$ cat src/rtl/phase_scheduler_if.sv
// Handshake bundle between the routing-round scheduler and its nine pipeline stages.
interface phase_scheduler_if #(
    parameter int NUM_PHASES = 9,
    parameter int WORD_WIDTH = 16
);
    logic                  en;
    logic [NUM_PHASES-1:0] done_vec;
    logic [NUM_PHASES-1:0] abort_vec;
    logic [NUM_PHASES-1:0] start_vec;
    logic [2:0]            addr_select;
    logic [2:0]            wr_select;
    logic                  mem_wr_gate;
    logic [3:0]            phase;
    logic                  busy;
    logic                  round_done;
    logic                  aborted;
    logic                  timeout_err;
    logic [WORD_WIDTH-1:0] round_count;

    modport master (
        input  en, done_vec, abort_vec,
        output start_vec, addr_select, wr_select, mem_wr_gate, phase,
               busy, round_done, aborted, timeout_err, round_count
    );

    modport slave (
        output en, done_vec, abort_vec,
        input  start_vec, addr_select, wr_select, mem_wr_gate, phase,
               busy, round_done, aborted, timeout_err, round_count
    );
endinterface

$ cat src/rtl/phase_scheduler.sv
// Sequences the nine routing stages per round and owns the shared-memory mux selects.
// Next start pulse 2 cycles after a stage's done edge; a stage stalls the round until done or watchdog.
module phase_scheduler #(
    parameter int                    NUM_PHASES = 9,
    parameter int                    WORD_WIDTH = 16,
    parameter int                    TIMEOUT    = 4096,
    parameter logic [NUM_PHASES-1:0] WR_MASK    = 9'b111011011
) (
    input  logic               clock,
    input  logic               rst,
    phase_scheduler_if.master  bus
);
    typedef enum logic [2:0] {
        S_IDLE,
        S_LAUNCH,
        S_WAIT,
        S_FINISH,
        S_ERROR
    } state_t;

    localparam int             TW       = $clog2(TIMEOUT + 1);
    localparam logic [TW-1:0]  T_LAST   = TW'(TIMEOUT - 1);
    localparam logic [3:0]     LAST_P   = 4'(NUM_PHASES - 1);
    localparam logic [3:0]     PH_IDLE  = 4'hF;

    state_t                state;
    logic [3:0]            cur;
    logic [TW-1:0]         timer;
    logic [NUM_PHASES-1:0] done_q;
    logic [NUM_PHASES-1:0] start_q;
    logic [2:0]            sel_q;
    logic                  gate_q;
    logic [3:0]            phase_q;
    logic                  busy_q;
    logic                  rdone_q;
    logic                  abort_q;
    logic                  terr_q;
    logic [WORD_WIDTH-1:0] count_q;

    logic       hit;
    logic [3:0] nxt;

    // Stage 2 shares stage 1's mux leg; from stage 3 on the leg index trails the stage by one.
    function automatic logic [2:0] sel_of(input logic [3:0] p);
        logic [2:0] s;
        s = '0;
        case (p)
            4'd0:       s = 3'd0;
            4'd1, 4'd2: s = 3'd1;
            default:    s = 3'(p - 4'd1);
        endcase
        return s;
    endfunction

    // Only a rising done counts, so a level left high from an earlier round cannot complete a stage.
    assign hit = bus.done_vec[cur] & ~done_q[cur];
    assign nxt = cur + 4'd1;

    always_ff @(posedge clock or posedge rst) begin
        if (rst) begin
            state   <= S_IDLE;
            cur     <= '0;
            timer   <= '0;
            done_q  <= '0;
            start_q <= '0;
            sel_q   <= '0;
            gate_q  <= 1'b0;
            phase_q <= PH_IDLE;
            busy_q  <= 1'b0;
            rdone_q <= 1'b0;
            abort_q <= 1'b0;
            terr_q  <= 1'b0;
            count_q <= '0;
        end else begin
            done_q  <= bus.done_vec;
            start_q <= '0;
            rdone_q <= 1'b0;
            abort_q <= 1'b0;
            case (state)
                S_IDLE: begin
                    if (bus.en) begin
                        state   <= S_LAUNCH;
                        cur     <= '0;
                        terr_q  <= 1'b0;
                        sel_q   <= sel_of(4'd0);
                        gate_q  <= WR_MASK[0];
                        phase_q <= 4'd0;
                        busy_q  <= 1'b1;
                    end
                end
                S_LAUNCH: begin
                    start_q <= NUM_PHASES'(1) << cur;
                    timer   <= '0;
                    state   <= S_WAIT;
                end
                S_WAIT: begin
                    if (hit) begin
                        if (bus.abort_vec[cur] || !bus.en) begin
                            abort_q <= 1'b1;
                            state   <= S_FINISH;
                            phase_q <= PH_IDLE;
                            sel_q   <= '0;
                            gate_q  <= 1'b0;
                        end else if (cur == LAST_P) begin
                            rdone_q <= 1'b1;
                            count_q <= count_q + WORD_WIDTH'(1);
                            state   <= S_FINISH;
                            phase_q <= PH_IDLE;
                            sel_q   <= '0;
                            gate_q  <= 1'b0;
                        end else begin
                            cur     <= nxt;
                            state   <= S_LAUNCH;
                            sel_q   <= sel_of(nxt);
                            gate_q  <= WR_MASK[nxt];
                            phase_q <= nxt;
                        end
                    end else if (timer == T_LAST) begin
                        state  <= S_ERROR;
                        terr_q <= 1'b1;
                        busy_q <= 1'b0;
                        gate_q <= 1'b0;
                    end else begin
                        timer <= timer + TW'(1);
                    end
                end
                S_FINISH: begin
                    state  <= S_IDLE;
                    busy_q <= 1'b0;
                end
                S_ERROR: begin
                    if (!bus.en) begin
                        state   <= S_IDLE;
                        phase_q <= PH_IDLE;
                        sel_q   <= '0;
                    end
                end
                default: state <= S_IDLE;
            endcase
        end
    end

    assign bus.start_vec   = start_q;
    assign bus.addr_select = sel_q;
    assign bus.wr_select   = sel_q;
    assign bus.mem_wr_gate = gate_q;
    assign bus.phase       = phase_q;
    assign bus.busy        = busy_q;
    assign bus.round_done  = rdone_q;
    assign bus.aborted     = abort_q;
    assign bus.timeout_err = terr_q;
    assign bus.round_count = count_q;
endmodule

$ cat src/flat_wrapper.sv
// flat-port wrapper written by rule: the top's interface ports become plain ports
module phase_scheduler_flat 
#(
    parameter int                    NUM_PHASES = 9,
    parameter int                    WORD_WIDTH = 16,
    parameter int                    TIMEOUT    = 4096,
    parameter logic [NUM_PHASES-1:0] WR_MASK    = 9'b111011011
)
  (clock, rst, bus_en, bus_done_vec, bus_abort_vec, bus_start_vec, bus_addr_select, bus_wr_select, bus_mem_wr_gate, bus_phase, bus_busy, bus_round_done, bus_aborted, bus_timeout_err, bus_round_count);
  phase_scheduler_if #(.NUM_PHASES(NUM_PHASES), .WORD_WIDTH(WORD_WIDTH)) bus_i ();
  input  logic clock;
  input  logic rst;
  input wire logic [$bits(bus_i.en)-1:0] bus_en;
  input wire logic [$bits(bus_i.done_vec)-1:0] bus_done_vec;
  input wire logic [$bits(bus_i.abort_vec)-1:0] bus_abort_vec;
  output wire logic [$bits(bus_i.start_vec)-1:0] bus_start_vec;
  output wire logic [$bits(bus_i.addr_select)-1:0] bus_addr_select;
  output wire logic [$bits(bus_i.wr_select)-1:0] bus_wr_select;
  output wire logic [$bits(bus_i.mem_wr_gate)-1:0] bus_mem_wr_gate;
  output wire logic [$bits(bus_i.phase)-1:0] bus_phase;
  output wire logic [$bits(bus_i.busy)-1:0] bus_busy;
  output wire logic [$bits(bus_i.round_done)-1:0] bus_round_done;
  output wire logic [$bits(bus_i.aborted)-1:0] bus_aborted;
  output wire logic [$bits(bus_i.timeout_err)-1:0] bus_timeout_err;
  output wire logic [$bits(bus_i.round_count)-1:0] bus_round_count;
  assign bus_i.en = bus_en;
  assign bus_i.done_vec = bus_done_vec;
  assign bus_i.abort_vec = bus_abort_vec;
  assign bus_start_vec = bus_i.start_vec;
  assign bus_addr_select = bus_i.addr_select;
  assign bus_wr_select = bus_i.wr_select;
  assign bus_mem_wr_gate = bus_i.mem_wr_gate;
  assign bus_phase = bus_i.phase;
  assign bus_busy = bus_i.busy;
  assign bus_round_done = bus_i.round_done;
  assign bus_aborted = bus_i.aborted;
  assign bus_timeout_err = bus_i.timeout_err;
  assign bus_round_count = bus_i.round_count;
  phase_scheduler #(.NUM_PHASES(NUM_PHASES), .WORD_WIDTH(WORD_WIDTH), .TIMEOUT(TIMEOUT), .WR_MASK(WR_MASK)) u_core (.clock(clock), .rst(rst), .bus(bus_i));
endmodule
$ cat config.mk
export PLATFORM = sky130hd
export DESIGN_NAME = phase_scheduler_flat
export DESIGN_NICKNAME = d
export VERILOG_FILES = /design/src/rtl/phase_scheduler_if.sv /design/src/rtl/phase_scheduler.sv /design/src/flat_wrapper.sv
export SDC_FILE = /design/constraint.sdc
export NUM_CORES = 1
export LEC_CHECK = 0
export ABC_AREA = 1
export CORE_MARGIN = 3
export CORE_UTILIZATION = 45
export CTS_CLUSTER_SIZE = 40
export DETAILED_ROUTE_END_ITERATION = 10
export MAX_ROUTING_LAYER = met4
export PLACE_DENSITY = 0.66
export SLEW_MARGIN = 5
export SYNTH_ARGS = -nofsm -noshare
export SYNTH_HDL_FRONTEND = slang
export SYNTH_SLANG_ARGS = --single-unit
export TNS_END_PERCENT = 10
$ cat constraint.sdc
create_clock -name clock -period 4.83 [get_ports clock]
set_input_delay 0.966 -clock clock [delete_from_list [all_inputs] [get_ports clock]]
set_output_delay 0.966 -clock clock [all_outputs]
set_load 0.01 [all_outputs]
== Yosys cells after proc, flatten, opt, wreduce, memory -nomap -nowiden ==
Memories as Yosys holds them, arrays and structs flattened.
Index checks and enable logic that the tools add are counted.

* Register bits: 66
* Bits in read-only memories: 16
* Bits of input ports: 21
* Output and inout bits: 40
* Word-level logic and storage cells: 111
* Memories: 1

{| class="wikitable"
|+ Memories
! memory !! depth !! width !! rd ports !! clocked after Yosys merged registers in !! write ports !! line !! source
|-
| (name not given) || 16 || 1 || 1 || 0 || 0 || phase_scheduler.sv:115 || <nowiki>gate_q <= WR_MASK[nxt];</nowiki>
|}

* Add/sub/neg operators: 4
* Order comparisons: 2
* Equality and inequality tests: 17
* Shifts and indexed selects: 1
* Muxes and demuxes: 53
* Bitwise operators: 3
* Reductions and logical operators: 17

{| class="wikitable"
|+ Operator list
! kind !! count
|-
| 4-bit two-way mux || 8
|-
| 3-bit two-way mux || 9
|-
| 13-bit two-way mux || 2
|-
| 13-bit one-hot mux with 2 select lines || 1
|-
| 1-bit two-way mux || 20
|-
| 16-bit by 1-bit adder with 16-bit output (second input constant) || 1
|-
| 4-bit AND reduction || 4
|-
| 13-bit by 1-bit adder with 13-bit output (second input constant) || 1
|-
| 13-bit by 12-bit equality test with 1-bit output (second input constant) || 1
|-
| 1-bit binary-select mux with 4-bit select || 3
|-
| 2-bit != test (second input constant) || 6
|-
| 3-bit one-hot mux with 4 select lines || 1
|-
| 4-bit one-hot mux with 3 select lines || 1
|-
| 4-bit by 5-bit < comparator with 1-bit output (second input constant) || 2
|-
| 9-bit two-way mux || 1
|-
| 3-bit one-hot mux with 3 select lines || 1
|-
| 3-bit AND reduction || 3
|-
| 1-bit by 4-bit << shifter with 9-bit output (first input constant) || 1
|-
| 4-bit one-hot mux with 2 select lines || 1
|-
| 3-bit by 2-bit equality test with 1-bit output (second input constant) || 2
|-
| 3-bit one-hot mux with 2 select lines || 1
|-
| 3-bit nonzero test || 2
|-
| 5-bit AND reduction || 1
|-
| 4-bit by 1-bit adder with 4-bit output (second input constant) || 1
|-
| other kinds (19) || 23
|}

== Longest topological paths before layout ==
Gate-level depths: netlist (run 1).

* Depth after elaboration: 8
* Gate-level depth with buffers: 15
* Gate-level depth less buffers: 13

== Worst setup path before layout (run 1) ==
OpenSTA, ideal clock, no wires.

* Path kind: input -> register
* Start point: input port bus_done_vec[8]
* End point: register u_core.count_q[0] (netlist: u_core.bus.round_count[0])
* Library setup time: 0.122 ns
* Arrival: 1.896 ns
* Path slack: 2.812 ns
* Cell stages on the path: 11
* Path buffers: 1
* Path through: inv_1 > nor2_1 > nand3_1 > nand2_1 > nand2_2 > nor2_4 > nand3_4 > inv_4 > nand2_4 > buf_6 > xor2_2

* Word-level cells in the longest chain between the ends: 4

{| class="wikitable"
|+ RTL lines
! element !! line !! source
|-
| start: declaration || flat_wrapper.sv:14 || <nowiki>input wire logic [$bits(bus_i.done_vec)-1:0] bus_done_vec;</nowiki>
|-
| 1-bit binary-select mux with 4-bit select || phase_scheduler.sv:56 || <nowiki>assign hit = bus.done_vec[cur] & ~done_q[cur];</nowiki>
|-
| 1-bit two-way mux (implied by the code) || phase_scheduler.sv:56 ||
|-
| 1-bit AND || phase_scheduler.sv:56 ||
|-
| 4-bit AND reduction (no source line) || -- ||
|-
| end signal: assignment || phase_scheduler.sv:106 || <nowiki>count_q <= count_q + WORD_WIDTH'(1);</nowiki>
|-
| end: declaration || phase_scheduler.sv:38 || <nowiki>logic [WORD_WIDTH-1:0] count_q;</nowiki>
|}

Every way passes these cells. The select of a mux whose other input is x is not followed.
A chain may end at the register's enable or synchronous reset.

== Final worst setup path (run 1) ==
* Start point: register u_core.cur[0]
* End point: register u_core.cur[1]

* Word-level cells in the longest chain between the ends: 6

{| class="wikitable"
|+ RTL lines
! element !! line !! source
|-
| start: declaration || phase_scheduler.sv:27 || <nowiki>logic [3:0] cur;</nowiki>
|-
| start signal: assignment || phase_scheduler.sv:112 || <nowiki>cur <= nxt;</nowiki>
|-
| 1-bit binary-select mux with 4-bit select || phase_scheduler.sv:56 ||
|-
| 1-bit two-way mux (implied by the code) || phase_scheduler.sv:56 ||
|-
| 1-bit inverter || phase_scheduler.sv:56 ||
|-
| 1-bit AND || phase_scheduler.sv:56 ||
|-
| 2-bit by 1-bit != test with 1-bit output (no source line) || -- ||
|-
| 5-bit AND reduction (no source line) || -- ||
|}

Parallel ways exist; a longest one is shown, timed or not. The select of a mux whose other input is x is not followed.

==> results of run 1 <==
-- layer usage --
metal	part of all wire, %	track usage [%]	wire [um]
met5	0	-	0
met4	1.4	6.92	108
met3	4.3	3.52	340
met2	42	25.5	3350
met1	53	27.0	4200
-- state kept, by name, summed over array words and instances, names as in the netlist --
| name | flops |
|---|---|
| u_core.bus.aborted | 1 |
| u_core.bus.addr_select | 3 |
| u_core.bus.busy | 1 |
| u_core.bus.mem_wr_gate | 1 |
| u_core.bus.phase | 4 |
| u_core.bus.round_count | 16 |
| u_core.bus.round_done | 1 |
| u_core.bus.start_vec | 9 |
| u_core.bus.timeout_err | 1 |
| u_core.cur | 4 |
| u_core.done_q | 9 |
| u_core.state | 3 |
| u_core.timer | 13 |
-- power breakdown --
part	switching [mW]	leakage, nW	internal, mW
Sequential	0.0682	0.867	0.633
Clock	0.203	0.0855	0.211
Combinational	0.441	1.20	0.229
Total	0.713	2.15	1.07
-- cells in the mapped netlist --
library cell / number / share of area [%]
dfstp_2: 4 / 2.8
dfrtp_1: 62 / 41
o21ai_0: 3 / 0.40
inv_4: 2 / 0.33
buf_4: 4 / 0.80
nand2_2: 3 / 0.50
o21ai_2: 10 / 2.3
nor3_2: 1 / 0.27
buf_8: 1 / 0.40
a21oi_2: 2 / 0.46
buf_6: 5 / 1.5
xor2_2: 1 / 0.43
clkbuf_1: 2 / 0.20
inv_1: 55 / 5.5
or2_2: 1 / 0.17
inv_2: 2 / 0.20
nand2_4: 5 / 1.5
nand2_1: 147 / 15
o21ai_1: 7 / 0.93
nand3_1: 35 / 4.6
o211ai_1: 1 / 0.20
nor2_1: 52 / 5.2
xor2_1: 15 / 3.5
xnor2_1: 11 / 2.6
nand3b_1: 3 / 0.60
nor3_1: 12 / 1.6
nand3_4: 1 / 0.46
a21oi_1: 4 / 0.53
nand4_1: 9 / 1.5
nand3_2: 4 / 1.1
buf_2: 1 / 0.13
nor2_4: 1 / 0.30
nor2_2: 3 / 0.50
ha_1: 9 / 3.0
-- critical path, cell delays in order (launching register included) --
cell	delay, ns
dfrtp_1	0.73
inv_1	0.30
ha_1	0.27
inv_1	0.12
nor2_1	0.10
inv_1	0.14
nand4_1	0.18
nand2_1	0.23
nand3_2	0.16
nand2_1	0.09
nand2_1	0.05
-- layout make-up --
class                           count  area (um2)
Clock buffer                       13         159
Inverter                           59         226
Multi-Input combinational cell    340        1780
Clock inverter                      2        12.5
Fill cell                         734        3360
Timing Repair Buffer               61         608
Tap cell                          102         128
Sequential cell                    66        1660
-- worst max-delay path by stage --
stage / start / to / slack (ns)
finish: u_core.cur[0] / u_core.cur[1] / 2.34
detailed placement: bus_done_vec[8] / u_core.bus.round_count[7] / 2.03
global placement: bus_done_vec[8] / u_core.bus.round_count[9] / 2.11
global route: u_core.cur[0] / u_core.cur[0] / 2.09
CTS: u_core.cur[0] / u_core.cur[1] / 2.34
floorplan: rst / u_core.bus.aborted / 2.22
-- logic make-up (layout without fill, tap and decap cells) --
| family | count (synthesis) | in the layout | share of synthesized area [%] |
|---|---|---|---|
| AND/OR/NAND/NOR | 277 | 277 | 32.8 |
| buffers and inverters | 72 | 135 | 9.01 |
| AO/OA/AOI/OAI | 27 | 27 | 4.84 |
| adder cells (fa/ha/maj) | 9 | 9 | 2.98 |
| flip-flops | 66 | 66 | 43.9 |
| XOR/XNOR | 27 | 27 | 6.46 |
==> metrics.md, run 1 <==
| Metric | Value |
|---|---|
| Status | `finished, final reports clean` |
| First-pass GRT wire length | `14.1 mm` |
| Sequential element share of the synthesized area | `43.9%` |
| Initial Util | `47.6%` |
| Final Max Slew Viols | `0` |
| R2R cell count | `10` |
| Reg2reg setup slack | `2.34 ns` |
| Via-per-instance ratio | `4.81` |
| #FFs+latches synth | `66` |
| Initial DRT Pass Iterations | `4` |
| Placed Cells incl. Taps | `628` |
| CP max FO | `18` |
| Leak | `2.15 nW` |
| Kind of critical path | `flip-flop to flip-flop` |
| RSZ-0062 raised after global routing | `no` |
| Placed Instance Area | `4400 um2` |
| RD Place Congestion | `0.904` |
| Hold WS | `0.476 ns` |
| FP Rows | `32` |
| Clock skew | `0.00743 ns` |
| Commonest non-fill, non-tap cell in the layout | `nand2_1` |
| CTS root buf | `clkbuf_8` |
| Slew at the pin closest to its max-slew limit | `0.807 ns` |
| Layout cells sized above 1 | `10.2%` |
| Layout net count | `567` |
| Vias | `3090` |
| Slew margin rel. | `46.1%` |
| Drt total wl | `7.99 mm` |
| Final setup viols | `0` |
| Commonest non-fill, non-tap cells in the layout | `147 x nand2_1, 62 x dfrtp_1, 60 x clkdlybuf4s50_1` |
| Setup WS pre-CTS | `2.03 ns` |
| # DRC | `0` |
| Global Route Usage Sum | `18.5%` |
| Initial antenna violation count | `0` |
| Final worst slack | `2.34 ns` |
| 1st-iter DRT viols | `212` |
| Final Non-Filler Cells | `643` |
| Clk_lat worst skew | `0.34 ns` |
| WL per Instance | `12.4 um` |
| Worst Hold Endpoint | `u_core.bus.phase[2]` |
| Cts-stage hold buffer count | `0` |
| Ant. Diodes | `0` |
| Minimum clock period | `2.49 ns` |
| Worst Path Arrival | `2.72 ns` |
| DIE AREA | `9530 um2` |
| Mapped Cells | `478` |
| Max cap viols | `0` |
| Post-Syn Area per Cell | `7.90 um2` |
| PortBufs | `60` |
| Synth unique cells | `34` |
| H-tree lvl count | `3` |
| Synth Net Count | `508` |
| DP HPWL | `5.98 mm` |
| Final design utilization | `57.6%` |
| Clock Path Buffers | `2` |
| Worst setup EP type | `flip-flop` |
| Post-Synthesis Cell Area | `3780 um2` |
| PD cells | `391 nW/um2` |
| FMAX | `401 MHz` |
| Grt total ovfl | `0` |
| Total CTS buffers | `9` |
| Synthesis Warnings | `0` |
| Total Power | `1.79 mW` |
| Die width | `97.6 um` |
| CORE AREA | `7930 um2` |
| Largest net degree at the start of global routing | `41` |
| Setup TNS Final | `0 ns` |
| Height of the die | `97.6 um` |
| Maximum vdd ir drop | `0.385 mV` |
| Post-DRT Antenna Nets | `0` |
| Worst hold stages | `2` |
| CP Launch Type | `flip-flop` |
| Clock sinks | `66` |
| Critical Path RT | `5.05 ns` |
| Vias in the first global route | `2956` |
| Min-delay src | `u_core.bus.phase[2]` |
| Crit Reg-Reg Endpoint | `u_core.cur[1]` |
| Layout area overhead | `21.0%` |
| Final period utilization | `51.6%` |
| HP Class | `flip-flop to flip-flop` |
| Design Area, Final | `4570 um2` |
| Postcts setup bufs | `0` |
| Reg2Reg Launch Point | `u_core.cur[0]` |
| Post-cts gate resize count | `0` |
| CTS tree | `yes` |
| Final Hold Fails | `0` |
| Ports | `61` |
| Clock slew at reported path FFs | `0.07 ns` |
(Power assumes the default switching activity.)
==> run 2: changes to the inputs <==
Clock period 4.83 ns to 2.6 ns, I/O delays scaled along.
==> run 2 against run 1 <==
Effect of this change:
- first-iteration DRC count fell by 14%
- sequential cell count unchanged
- wire length up 1.5%
- utilization up 0.47 points
- critical path type unchanged
==> metrics.md, run 2 (synthesized netlist as in run 1, its figures left out) <==
| Metric | Value |
|---|---|
| # DRC | `0` |
| Most frequent CP cell | `nor2_1` |
| CP Launch Type | `flip-flop` |
| RD Place Congestion | `0.931` |
| RSZ-0062 raised after global routing | `no` |
| Number of flip-flops in the largest register | `16` |
| CP max FO | `23` |
| Delay-heaviest family, CP | `simple AND/OR/NAND/NOR gates` |
| Vias | `3142` |
| Combinational share of power | `39.7%` |
| Layout area overhead | `22.0%` |
| 1st-iter DRT viols | `183` |
| CTS root buf | `clkbuf_8` |
| Largest net degree at the start of global routing | `67` |
| DP HPWL | `6.08 mm` |
| Design Area, Final | `4610 um2` |
| Seq pwr share | `38.2%` |
| Minimum clock period | `2.02 ns` |
| Die width | `97.6 um` |
| Grt total ovfl | `0` |
| Drt total wl | `8.11 mm` |
| Ant. Diodes | `0` |
| Final period utilization | `77.8%` |
| Max stage delay cell, worst path | `dfrtp_1` |
| P_int | `1.97 mW` |
| Leak | `2.18 nW` |
| Global Route Usage Sum | `18.8%` |
| Final setup viols | `0` |
| FP Rows | `32` |
| Slew margin rel. | `74.0%` |
| Reg2reg setup slack | `0.58 ns` |
| Total CTS buffers | `9` |
| Register area | `1660 um2` |
| Slew at the pin closest to its max-slew limit | `0.386 ns` |
| PortBufs | `60` |
| PD cells | `725 nW/um2` |
| Filler cell count | `747` |
| Initial Util | `47.6%` |
| Critical Path RT | `2.83 ns` |
| Final Max Slew Viols | `0` |
| Post-DRT Antenna Nets | `0` |
| Min-delay src | `u_core.bus.phase[2]` |
| CP Cell Sequence | `ha_1 > inv_1 > nor2_1 > nand2_1 > nor2_1 > nor2_1 > nand2_4 > nand2_4 > nor2_1 > a21oi_2` |
| Switching share of power | `40.9%` |
| Multi-input gate area | `1780 um2` |
| Hold WS | `0.470 ns` |
| Clock slew at reported path FFs | `0.07 ns` |
| WL per Instance | `12.5 um` |
| Layout cells sized above 1 | `11.4%` |
| Clock Path Buffers | `2` |
| CTS tree | `yes` |
| Layout net count | `572` |
| Post-cts gate resize count | `0` |
| Postcts setup bufs | `0` |
| Crit Reg-Reg Endpoint | `u_core.timer[1]` |
| DIE AREA | `9530 um2` |
| Worst setup EP type | `flip-flop` |
| Reg2Reg Launch Point | `u_core.timer[0]` |
| Kind of critical path | `flip-flop to flip-flop` |
| NetSw | `1.37 mW` |
| Setup TNS Final | `0 ns` |
| Height of the die | `97.6 um` |
| Via-per-instance ratio | `4.85` |
| Vias in the first global route | `2975` |
| Clock skew | `0.0101 ns` |
| Worst Hold Endpoint | `u_core.bus.phase[2]` |
| Worst hold stages | `2` |
| Worst Path Arrival | `2.26 ns` |
| Max cap viols | `0` |
| Final Hold Fails | `0` |
| Clock sinks | `66` |
| H-tree lvl count | `3` |
| Clk pwr share | `22.1%` |
| Initial antenna violation count | `0` |
| Initial DRT Pass Iterations | `4` |
| CORE AREA | `7930 um2` |
| Placed Instance Area | `4450 um2` |
| Maximum vdd ir drop | `0.723 mV` |
| Commonest non-fill, non-tap cell in the layout | `nand2_1` |
| Commonest non-fill, non-tap cells in the layout | `147 x nand2_1, 62 x dfrtp_1, 60 x clkdlybuf4s50_1` |
| Ports | `61` |
| FMAX | `494 MHz` |
| R2R cell count | `10` |
| Clk_lat worst skew | `0.35 ns` |
| Worst path max stage delay | `0.48 ns` |
| First-pass GRT wire length | `14.2 mm` |
| Cts-stage hold buffer count | `0` |
| HP Class | `flip-flop to flip-flop` |
| Status | `finished, final reports clean` |
| CP bufs+invs | `1` |
[run 2: tightest hold or removal path, stage by stage (launching register included)]
cell and delay [ns]:
dfstp_2 0.37, nand2_1 0.06, nand2_1 0.05
[run 2: metrics by stage]
stage          worst slack (ns)  power [mW]  cells  utilization, %
6_report                  0.577        3.34    648            58.1
5_1_grt                   0.363        3.59    648            58.1
4_1_cts                   0.541        3.37    648            58.1
3_5_place_dp              0.260        2.62    633            56.1
3_3_place_gp              0.337        2.61    633            56.1
2_1_floorplan             0.432        2.26    478               -
[run 2: area by class of cell]
type	instances	share of cell area (%)
Timing Repair Buffer	66	14.3
Inverter	59	4.92
Clock inverter	6	0.760
Multi-Input combinational cell	340	38.6
Tap cell	102	2.77
Sequential cell	66	36.0
Clock buffer	9	2.69
[run 2: power groups by stage]
stage                     clock (mW)  combinational [mW]  sequential (mW)
after floorplan                    0               0.949             1.31
after global placement             0                1.32             1.29
after detailed placement           0                1.32             1.30
after CTS                      0.760                1.33             1.28
after global routing           0.802                1.49             1.29
final                          0.738                1.32             1.28
[run 2: per-layer routing]
layer	global-route usage (%)	share of wire, %	vias up
li1	-	-	1616
met1	26.1	50	1445
met2	27.2	43	69
met3	4.88	5.0	12
met4	5.22	1.3	0
met5	-	0	-
[run 2: worst max path at each step]
| stage | start | end | slack (ns) | cells after the start |
|---|---|---|---|---|
| 2_1_floorplan | rst | u_core.bus.aborted | 0.43 | 1 |
| 3_3_place_gp | bus_done_vec[8] | u_core.bus.round_count[1] | 0.34 | 13 |
| 3_5_place_dp | bus_done_vec[8] | u_core.bus.round_count[9] | 0.26 | 13 |
| 4_1_cts | u_core.timer[0] | u_core.timer[1] | 0.54 | 10 |
| 5_1_grt | u_core.cur[1] | u_core.bus.round_count[9] | 0.36 | 10 |
| 6_report | u_core.timer[0] | u_core.timer[1] | 0.58 | 10 |
==> run 3: changes to the inputs <==
Clock period 2.6 ns to 1.91 ns, I/O delays scaled along.
==> run 3 against run 2 <==
Effect of this change:
- final cell count increased by 4.9%
- first-iteration DRC count decreased by 44%
- die area unchanged
- clock power increased by 48%
- register-to-register slack got worse by 0.50 ns
- clock skew increased by 0.0064 ns
- combinational power increased by 58%
- worst hold slack got worse by 0.093 ns
- critical path depth decreased by 9
- critical path type is now flip-flop to primary output
- highest routed layer unchanged
==> metrics.md, run 3 (synthesized netlist as in run 1, its figures left out) <==
| Metric | Value |
|---|---|
| Status | `finished, final reports clean` |
| 1st-iter DRT viols | `103` |
| Clk_lat worst skew | `0.35 ns` |
| Initial Util | `47.6%` |
| Worst Path Arrival | `1.46 ns` |
| # DRC | `0` |
| Worst setup EP type | `primary output` |
| Met2 wire len | `3.73 mm` |
| Commonest non-fill, non-tap cells in the layout | `146 x nand2_1, 60 x clkdlybuf4s50_1, 60 x dfrtp_1` |
| Switching share of power | `39.2%` |
| Combinational share of power | `42.3%` |
| P_int | `2.98 mW` |
| Minimum clock period | `1.84 ns` |
| Commonest non-fill, non-tap cell in the layout | `nand2_1` |
| Largest net degree at the start of global routing | `34` |
| Placed Cells incl. Taps | `662` |
| CP Cell Sequence | `clkdlybuf4s50_1` |
| Metal1 wirelength | `4.08 mm` |
| PortBufs | `60` |
| Hold WS | `0.377 ns` |
| Height of the die | `97.6 um` |
| CP bufs+invs | `1` |
| Setup TNS Final | `0 ns` |
| Ant. Diodes | `0` |
| Clock skew | `0.0165 ns` |
| DIE AREA | `9530 um2` |
| FP Rows | `32` |
| Total CTS buffers | `9` |
| Global Route Usage Sum | `19.4%` |
| Layout area overhead | `30.3%` |
| HP Class | `primary input to asynchronous set/reset pin` |
| Via-per-instance ratio | `4.85` |
| Die width | `97.6 um` |
| Leak | `2.34 nW` |
| Vias | `3295` |
| Max stage delay cell, worst path | `dfstp_2` |
| Slew at the pin closest to its max-slew limit | `0.410 ns` |
| PD cells | `997 nW/um2` |
| CP Launch Type | `flip-flop` |
| NetSw | `1.92 mW` |
| Clk pwr share | `22.2%` |
| Worst path max stage delay | `0.57 ns` |
| Delay-heaviest family, CP | `flip-flops` |
| Final design utilization | `62.1%` |
| Max cap viols | `0` |
| Maximum vdd ir drop | `1.01 mV` |
| Initial antenna violation count | `0` |
| FMAX | `543 MHz` |
| RSZ-0062 raised after global routing | `yes` |
| CP max FO | `2` |
| Drt total wl | `8.50 mm` |
| Final Non-Filler Cells | `680` |
| Reg2reg setup slack | `0.08 ns` |
| Final period utilization | `96.5%` |
| CTS root buf | `clkbuf_8` |
| Clock sinks | `66` |
| Grt total ovfl | `0` |
| CTS tree | `yes` |
| Layout net count | `603` |
| Critical Path RT | `1.53 ns` |
| Met3 WL | `546 um` |
| Vias in the first global route | `3198` |
| Clock slew at reported path FFs | `0.08 ns` |
| DP HPWL | `6.49 mm` |
| Layout cells sized above 1 | `17.1%` |
| Number of flip-flops in the largest register | `16` |
| Top Metal Used | `met4` |
| Kind of critical path | `flip-flop to primary output` |
| Final setup viols | `0` |
| Slew margin rel. | `72.5%` |
| First-pass GRT wire length | `14.9 mm` |
| Ports | `61` |
| Final Max Slew Viols | `0` |
| Seq pwr share | `35.5%` |
| Clock Path Buffers | `2` |
| Final Hold Fails | `0` |
| Total Power | `4.91 mW` |
| Initial DRT Pass Iterations | `4` |
| CORE AREA | `7930 um2` |
| WL per Instance | `12.5 um` |
| Post-DRT Antenna Nets | `0` |
| H-tree lvl count | `3` |
| RD Place Congestion | `0.895` |
-- run 3: cell count changes in the layout (fill, tap and decap cells not counted), moves of 2 or more --
cell,delta
buf_4,+29
dfrtp_2,+2
clkinv_2,-3
clkinvlp_4,+2
dfrtp_1,-2
buf_12,+2
clkbuf_8,+2
-- run 3: path summary, 6_finish.rpt --
check,start,endpoint,cells after the start
max in group asynchronous,rst,u_core.bus.start_vec[0],3
setup reg to reg,u_core.cur[0],u_core.bus.mem_wr_gate,8
min in group clock,u_core.bus.phase[2],u_core.bus.phase[2],2
hold reg to reg,u_core.bus.phase[2],u_core.bus.phase[2],2
hold / removal,rst,u_core.cur[0],2
setup / recovery,u_core.bus.phase[3],bus_phase[3],1
-- run 3: cell type report --
cell class              count  area, um2
fillers                   692       3010
inverters                  59        233
repair buffers             97        916
flip-flops and latches     66       1660
clock inverters             4       27.5
multi-input cells         340       1800
clock buffers              12        155
well taps                 102        128
-- run 3: layer usage --
layer,up-vias,GRT usage (%)
li1,1672,-
met1,1510,26.6
met2,100,28.1
met3,13,4.45
met4,0,6.82
met5,-,-
-- run 3: stage by stage --
| stage | setup WS (ns) | cell area (um2) |
|---|---|---|
| finish | 0.0669 | 4920 |
| global route | -0.00761 | 4920 |
| CTS | 0.0433 | 4880 |
| detailed placement | -0.155 | 4690 |
| global placement | -0.112 | 4690 |
| floorplan | 0.151 | 3780 |
-- run 3: repair_timing --
| item | 4_1_cts | 5_1_grt |
|---|---|---|
| buffers inserted | 0 | 2 |
| pin swaps | 0 | 2 |
| gates resized for setup | 2 | 10 |
| gates cloned | 0 | 0 |
| setup endpoints to repair | 6 | 38 |
| hold buffers | 0 | 0 |
-- run 3: power groups by stage --
stage	registers (mW)	clock network [mW]	logic, mW
3_5_place_dp	1.77	0	2.00
2_1_floorplan	1.78	0	1.29
3_3_place_gp	1.76	0	1.98
4_1_cts	1.74	1.11	2.02
5_1_grt	1.77	1.17	2.30
6_report	1.74	1.09	2.08
